`config.mk`:
```
export PLATFORM = sky130hd
export DESIGN_NAME = plic_hart_agent
export DESIGN_NICKNAME = d
export VERILOG_FILES = /design/src/rtl/plic_pkg.sv /design/src/rtl/plic_hart_agent.sv
export SDC_FILE = /design/constraint.sdc
export NUM_CORES = 1
export LEC_CHECK = 0
export CORE_UTILIZATION = 46
export DETAILED_ROUTE_END_ITERATION = 10
export GPL_ROUTABILITY_DRIVEN = 0
export PLACE_DENSITY = 0.76
export SLEW_MARGIN = 25
export SYNTH_ARGS = -nofsm -noshare
export SYNTH_HDL_FRONTEND = slang
export SYNTH_SLANG_ARGS = --single-unit
```
`constraint.sdc`:
```
create_clock -name clk -period 2.18 [get_ports clk]
set_input_delay 0.218 -clock clk [delete_from_list [all_inputs] [get_ports clk]]
set_output_delay 0.218 -clock clk [all_outputs]
set_load 0.1 [all_outputs]
```
`src/rtl/plic_pkg.sv`:
```
// Shared PLIC definitions: hart-agent state encoding, counter widths and the
// ID-width helper used by the core and the per-target agents.
package plic_pkg;

  typedef enum logic [2:0] {
    IDLE,
    REQ,
    CLAIM,
    ACTIVE,
    COMPLETE,
    HOLD
  } agent_state_t;

  localparam int unsigned GUARD_W = 4;

  // ID 0 is reserved for "no interrupt", hence SOURCES+1 codes.
  function automatic int unsigned sources_bits(input int unsigned sources);
    return $clog2(sources + 1);
  endfunction

endpackage

```
`src/rtl/plic_hart_agent.sv`:
```
// Per-target claim/complete sequencer between the PLIC core and a hart:
// one outstanding claim, post-complete guard window, optional handler watchdog.
module plic_hart_agent
  import plic_pkg::*;
#(
  parameter int unsigned SOURCES      = 8,
  parameter int unsigned SOURCES_BITS = sources_bits(SOURCES),
  parameter int unsigned GUARD        = 2,
  parameter int unsigned TIMEOUT      = 0
) (
  input  logic                    rst_n,
  input  logic                    clk,
  input  logic                    ireq_i,
  input  logic [SOURCES_BITS-1:0] id_i,
  output logic                    claim_o,
  output logic                    complete_o,
  output logic                    irq_o,
  input  logic                    ack_i,
  output logic [SOURCES_BITS-1:0] id_o,
  output logic                    id_vld_o,
  input  logic                    done_i,
  output logic                    busy_o,
  output logic                    spurious_o,
  output logic                    err_o,
  input  logic                    err_clr_i
);

  localparam int unsigned       WD_W     = (TIMEOUT > 0) ? $clog2(TIMEOUT + 1) : 1;
  localparam logic [WD_W-1:0]   WD_MAX   = WD_W'(TIMEOUT);
  localparam logic [GUARD_W-1:0] GUARD_LD = GUARD_W'(GUARD);

  agent_state_t        state, state_nxt;
  logic [GUARD_W-1:0]  guard_q;
  logic [WD_W-1:0]     wd_q;
  logic                wd_exp;
  logic                spur_claim;

  assign wd_exp     = (TIMEOUT != 0) && (wd_q == WD_MAX);
  assign spur_claim = (state == CLAIM) && (id_i == '0);

  assign irq_o      = (state == REQ);
  assign claim_o    = (state == CLAIM);
  assign complete_o = (state == COMPLETE);
  assign busy_o     = (state == ACTIVE);

  always_comb begin
    state_nxt = state;
    unique case (state)
      IDLE:     if (ireq_i && (guard_q == '0)) state_nxt = REQ;
      REQ: begin
        if (ack_i)        state_nxt = CLAIM;
        else if (!ireq_i) state_nxt = IDLE;
      end
      CLAIM:    state_nxt = (id_i != '0) ? ACTIVE : HOLD;
      ACTIVE:   if (done_i || wd_exp) state_nxt = COMPLETE;
      COMPLETE: state_nxt = HOLD;
      // The last guard cycle evaluates the IDLE entry condition itself so the
      // next irq_o can rise GUARD+1 cycles after complete_o.
      HOLD:     if (guard_q <= GUARD_W'(1)) state_nxt = ireq_i ? REQ : IDLE;
      default:  state_nxt = IDLE;
    endcase
  end

  always_ff @(posedge clk or negedge rst_n) begin
    if (!rst_n) begin
      state      <= IDLE;
      guard_q    <= '0;
      wd_q       <= '0;
      id_o       <= '0;
      id_vld_o   <= 1'b0;
      spurious_o <= 1'b0;
      err_o      <= 1'b0;
    end else begin
      state      <= state_nxt;
      id_vld_o   <= 1'b0;
      spurious_o <= 1'b0;

      if (state == CLAIM) begin
        id_o       <= id_i;
        id_vld_o   <= (id_i != '0);
        spurious_o <= (id_i == '0);
      end

      if ((state == COMPLETE) || spur_claim)
        guard_q <= GUARD_LD;
      else if ((state == HOLD) && (guard_q != '0))
        guard_q <= guard_q - 1'b1;

      if (state != ACTIVE)
        wd_q <= '0;
      else if (wd_q != WD_MAX)
        wd_q <= wd_q + 1'b1;

      if (err_clr_i)
        err_o <= 1'b0;
      else if ((state == ACTIVE) && wd_exp && !done_i)
        err_o <= 1'b1;
    end
  end

endmodule
```
==> results of run 1 <==
-- state kept, by name, indices dropped and copies added (netlist names) --
register    flops
id_o            4
id_vld_o        1
guard_q         4
spurious_o      1
state           3
-- metrics by stage --
step	cell area, um2	hold WS, ns
global route	970	0.350
floorplan	756	-0.0776
CTS	970	0.305
detailed placement	943	0.497
global placement	943	0.495
finish	970	0.292
-- cell families (layout without fill, tap and decap cells) --
group	count (synthesis)	after routing	synth area share, %
compound gates	16	16	14.0
fa+ha+maj	2	2	3.33
buf+inv	9	27	7.50
flops	13	13	43.3
mux	4	4	6.00
other cells	1	1	0.500
simple gates	27	27	25.3
-- area by class of cell --
type	count	area, um2
multi-input combinational	50	374
timing repair buffer	18	205
sequential	13	325
inverter	5	18.8
clock buffer	4	26.3
fill	136	554
tap	16	20.0
-- Yosys cell counts --
cell type | instances | area share (%)
nand2_1 | 4 | 2.0
or3_1 | 2 | 1.7
a21oi_1 | 3 | 2.0
nand2b_1 | 2 | 1.7
o31ai_1 | 1 | 1.0
conb_1 | 1 | 0.50
o2111ai_1 | 1 | 1.2
nor3b_2 | 1 | 1.7
nor2_1 | 2 | 1.0
a21o_1 | 1 | 1.0
nor3b_1 | 1 | 1.0
a211oi_1 | 1 | 1.0
and3_1 | 1 | 0.83
or2_2 | 1 | 0.83
o211ai_1 | 2 | 2.0
o22ai_1 | 1 | 0.83
nor4_1 | 1 | 0.83
mux2_2 | 4 | 6.0
a31oi_1 | 1 | 0.83
nor3_1 | 5 | 3.3
o21ai_0 | 3 | 2.0
nor4bb_1 | 1 | 1.3
dfrtp_1 | 13 | 43
o21bai_1 | 1 | 1.0
nand3b_4 | 1 | 2.7
or4_1 | 2 | 2.0
nor2b_1 | 1 | 0.83
nor3b_4 | 1 | 2.5
ha_1 | 2 | 3.3
or3b_1 | 1 | 1.2
inv_1 | 5 | 2.5
o221ai_1 | 1 | 1.2
buf_4 | 2 | 2.0
buf_6 | 2 | 3.0
-- final timing paths --
path	end	slack [ns]	depth (start not counted)
setup / recovery	busy_o	0.35	3
max in group asynchronous	id_o[3]$_DFFE_PN0P_	1.52	1
hold / removal	state[2]$_DFFE_PN0P_	0.29	1
min in group clk	id_o[0]$_DFFE_PN0P_	0.51	1
hold reg to reg	id_o[0]$_DFFE_PN0P_	0.51	1
setup reg to reg	guard_q[1]$_DFFE_PN0P_	0.42	5
-- per-layer routing --
metal | vias up | track usage (%)
met5 | - | 0
met4 | 0 | 9.38
met3 | 5 | 5.17
met2 | 16 | 28.3
met1 | 267 | 24.6
li1 | 300 | -
==> results.cfg, run 1 <==
[worst_setup_path]
cpPeakStageDelay_ns = 0.66
critical_path.cell_chain = inv_1 > nor2_1 > buf_12
cp_top_family = flip-flops
r2r-start = guard_q[0]$_DFFE_PN0P_
worst_setup_path_start_kind = flip-flop
slowest_stage = dfrtp_1
worst-path-buf-inv = 2
critical_path_class = reg2out
cp-end-kind = primary output
cp.arrival_ns = 1.62
critPathLaunch = state[0]$_DFFE_PN0P_
required_ns = 1.96
crit_path_max_fanout = 12

[clock_network]
clk_path_buf_depth = 2
cts_tree = done
path_clk_slew_ns = 0.08
postCtsSetupBuffers = 0
clock_sinks = 13
ctsResizeCount = 0
ctsHoldBuffers = 0
cts-root-buf = clkbuf_4
cts_made_buffers = 3
htreeDepth = 1
clk_latency_ns = 0.28

[detailed_routing]
drc = 0
wire_per_inst_um = 13.5
vias = 588
met2_length_um = 695
wl_met1_um = 653
met3_length_um = 56
antenna_left = 0
drt_iter0_markers = 18
via_per_inst = 5.55
dr.pass1.iters = 4
top_layer = met4
finalWirelength_um = 1430

[sta]
finClkSkew_ns = 0.00332
hold_viol = 0
fin_tns_setup_ns = 0
setup_viol = 0
finalMaxSlewViolations = 0
relSlewSlack_pct = 63.0
min_period_ns = 1.83
worst_pin_slew_ns = 0.553
fin_crit_sh_pct = 84.1
rsz0062_at_grt = no
max_freq_ghz = 0.545
setup_slack_ns = 0.346

[floorplan]
core_um2 = 1520
dieArea_um2 = 1800
initial_core_util_pct = 49.3
row_count = 14
die_w_um = 42.4
die_h_um = 42.4
boundaryPins = 21

[cells_and_area]
fin_util_pct = 63.6
diodes = 0
final_common_cell = dfrtp_1
nets = 103
layout-drive-gt1-share_pct = 24.4
layout.cells.non_filler = 106
area_delta_synth_final_pct = 29.2
layout_common_cells = 13 x dfrtp_1, 8 x clkdlybuf4s50_1, 6 x buf_4

[global_routing]
gr-total-overflow = 0
gr-usage-all-layers_pct = 18.8
grt_antenna_before_repair = 0
grt_start_max_net_pins = 14
grt_pass1_vias = 537
grt_first_pass_wirelength_um = 2510

[synthesis]
ys_types = 34
ys_seq_elements = 13
syn_nets = 84
syn_inst = 72
ys_seq_area_share_pct = 43.3
syn_area_um2 = 751
ys_warn_count = 0
avgSynthCellArea_um2 = 10.4

[place]
port_buffers = 18
place_ws_ns = 0.425
dpl.hpwl_um = 1090
dp.cells = 102

[outcome]
outcome = complete, no violations

[run]
cap_violations = 0

[worst_hold_path]
holdCritPathClass = in2async
Power of run 1 is not shown: default switching activity piles up to over one toggle a cycle in this logic, so the estimate is an artifact.
==> inputs of run 2 (changes only) <==
- CORE_UTILIZATION: 46 -> 41
- PLACE_DENSITY: 0.76 -> 0.72
- clock period: 2.18 -> 1.6 ns (I/O delays scaled with it)
==> run 2 against run 1 <==
Clock skew is 0.0013 ns higher. Critical path depth stayed put. Critical path type unchanged. Highest routed layer is now met3. Register-to-register slack worse by 0.33 ns. Worst hold slack worse by 0.027 ns. Sequential share of layout area is 6.0 points lower. Design area is 23% higher.
==> results.cfg, run 2 (synthesis results as in run 1) <==
[detailed_routing]
vias = 672
dr.pass1.iters = 4
drt_iter0_markers = 19
wire_per_inst_um = 13.7
finalWirelength_um = 1730
via_per_inst = 5.33
antenna_left = 0
drc = 0

[cells_and_area]
diodes = 0
layout-drive-gt1-share_pct = 37.6
reg_top3 = guard_q: 4 flops, id_o: 4 flops, state: 3 flops
layout.cells.non_filler = 126
layout_common_cells = 11 x dfrtp_1, 11 x buf_4, 10 x buf_12
fin_area_um2 = 1190
area_delta_synth_final_pct = 58.5
nets = 114

[worst_setup_path]
cp-end-kind = primary output
reg2reg_depth = 4
cp.arrival_ns = 1.37
crit_path_max_fanout = 7
required_ns = 1.44
critical_path_class = reg2out
worst_setup_path_start_kind = flip-flop

[place]
placed_cell_area_um2 = 1120
place_ws_ns = -0.0718
dpl.hpwl_um = 1320
dp.cells = 118
port_buffers = 18

[global_routing]
gr-usage-all-layers_pct = 19.4
grt_start_max_net_pins = 14
grt_antenna_before_repair = 0
grt_pass1_vias = 642
gr-total-overflow = 0
grt_first_pass_wirelength_um = 2840

[worst_hold_path]
holdCritPathClass = in2async

[sta]
setup_slack_ns = 0.0682
relSlewSlack_pct = 60.4
min_period_ns = 1.53
max_freq_ghz = 0.653
worst_pin_slew_ns = 0.593
hold_viol = 0
fin_tns_setup_ns = 0
fin_crit_sh_pct = 95.7
finClkSkew_ns = 0.00458
setup_viol = 0
finalMaxSlewViolations = 0

[clock_network]
cts_made_buffers = 3
ctsHoldBuffers = 0
htreeDepth = 1
cts-root-buf = clkbuf_4
clock_sinks = 13
clk_latency_ns = 0.26
cts_tree = done
clk_path_buf_depth = 2
path_clk_slew_ns = 0.08

[outcome]
outcome = complete, no violations

[floorplan]
core_um2 = 1730
die_w_um = 44.8
die_h_um = 44.8
dieArea_um2 = 2010
initial_core_util_pct = 43.5
row_count = 15
boundaryPins = 21

[run]
cap_violations = 0
[run 2: cell count changes in the layout (fill, tap and decap cells not counted), moves of 2 or more]
cell	before	now
buf_12	4	10
buf_4	6	11
mux2_2	4	0
mux2_4	0	4
dfrtp_1	13	11
dfrtp_2	0	2
nor3b_4	1	3
[run 2: critical path: stages, from the launching register on]
cell,delay (ns)
dfrtp_2,0.48
buf_4,0.17
nor3b_4,0.24
buf_12,0.21
[run 2: area by class of cell]
type,count,area [um2]
clock buffer,4,26.3
fill,134,537
inverter,5,18.8
multi-input combinational,50,423
sequential,13,328
tap,25,31.3
timing repair buffer,29,363
[run 2: metrics by stage]
step	util [%]	hold slack, ns
after floorplan	-	-0.136
after global placement	64.7	0.563
after detailed placement	64.7	0.563
after CTS	67.1	0.277
after global routing	68.9	0.306
final	68.9	0.265
[run 2: routing by layer]
metal	routed length, um	vias up	global-route usage [%]
met3	71	0	4.00
met5	0	-	0
met1	760	334	25.2
li1	-	325	-
met2	895	13	34.7
met4	0	0	1.82
[run 2: worst paths after layout]
path	to	from	slack [ns]
setup / recovery	complete_o	state[0]$_DFFE_PN0P_	0.07
hold / removal	state[1]$_DFFE_PN0P_	rst_n	0.27
setup reg to reg	guard_q[3]$_DFFE_PN0P_	guard_q[0]$_DFFE_PN0P_	0.09
hold reg to reg	id_o[1]$_DFFE_PN0P_	id_o[1]$_DFFE_PN0P_	0.59
max in group asynchronous	state[2]$_DFFE_PN0P_	rst_n	0.92
min in group clk	id_o[0]$_DFFE_PN0P_	id_i[0]	0.58
[run 2: what timing repair did]
item                       4_1_cts  5_1_grt
setup buffers                    1        3
setup endpoints to repair        4        3
gates resized for setup          3        2
pin swaps                        1        0
Power of run 2 is left out for the same reason.
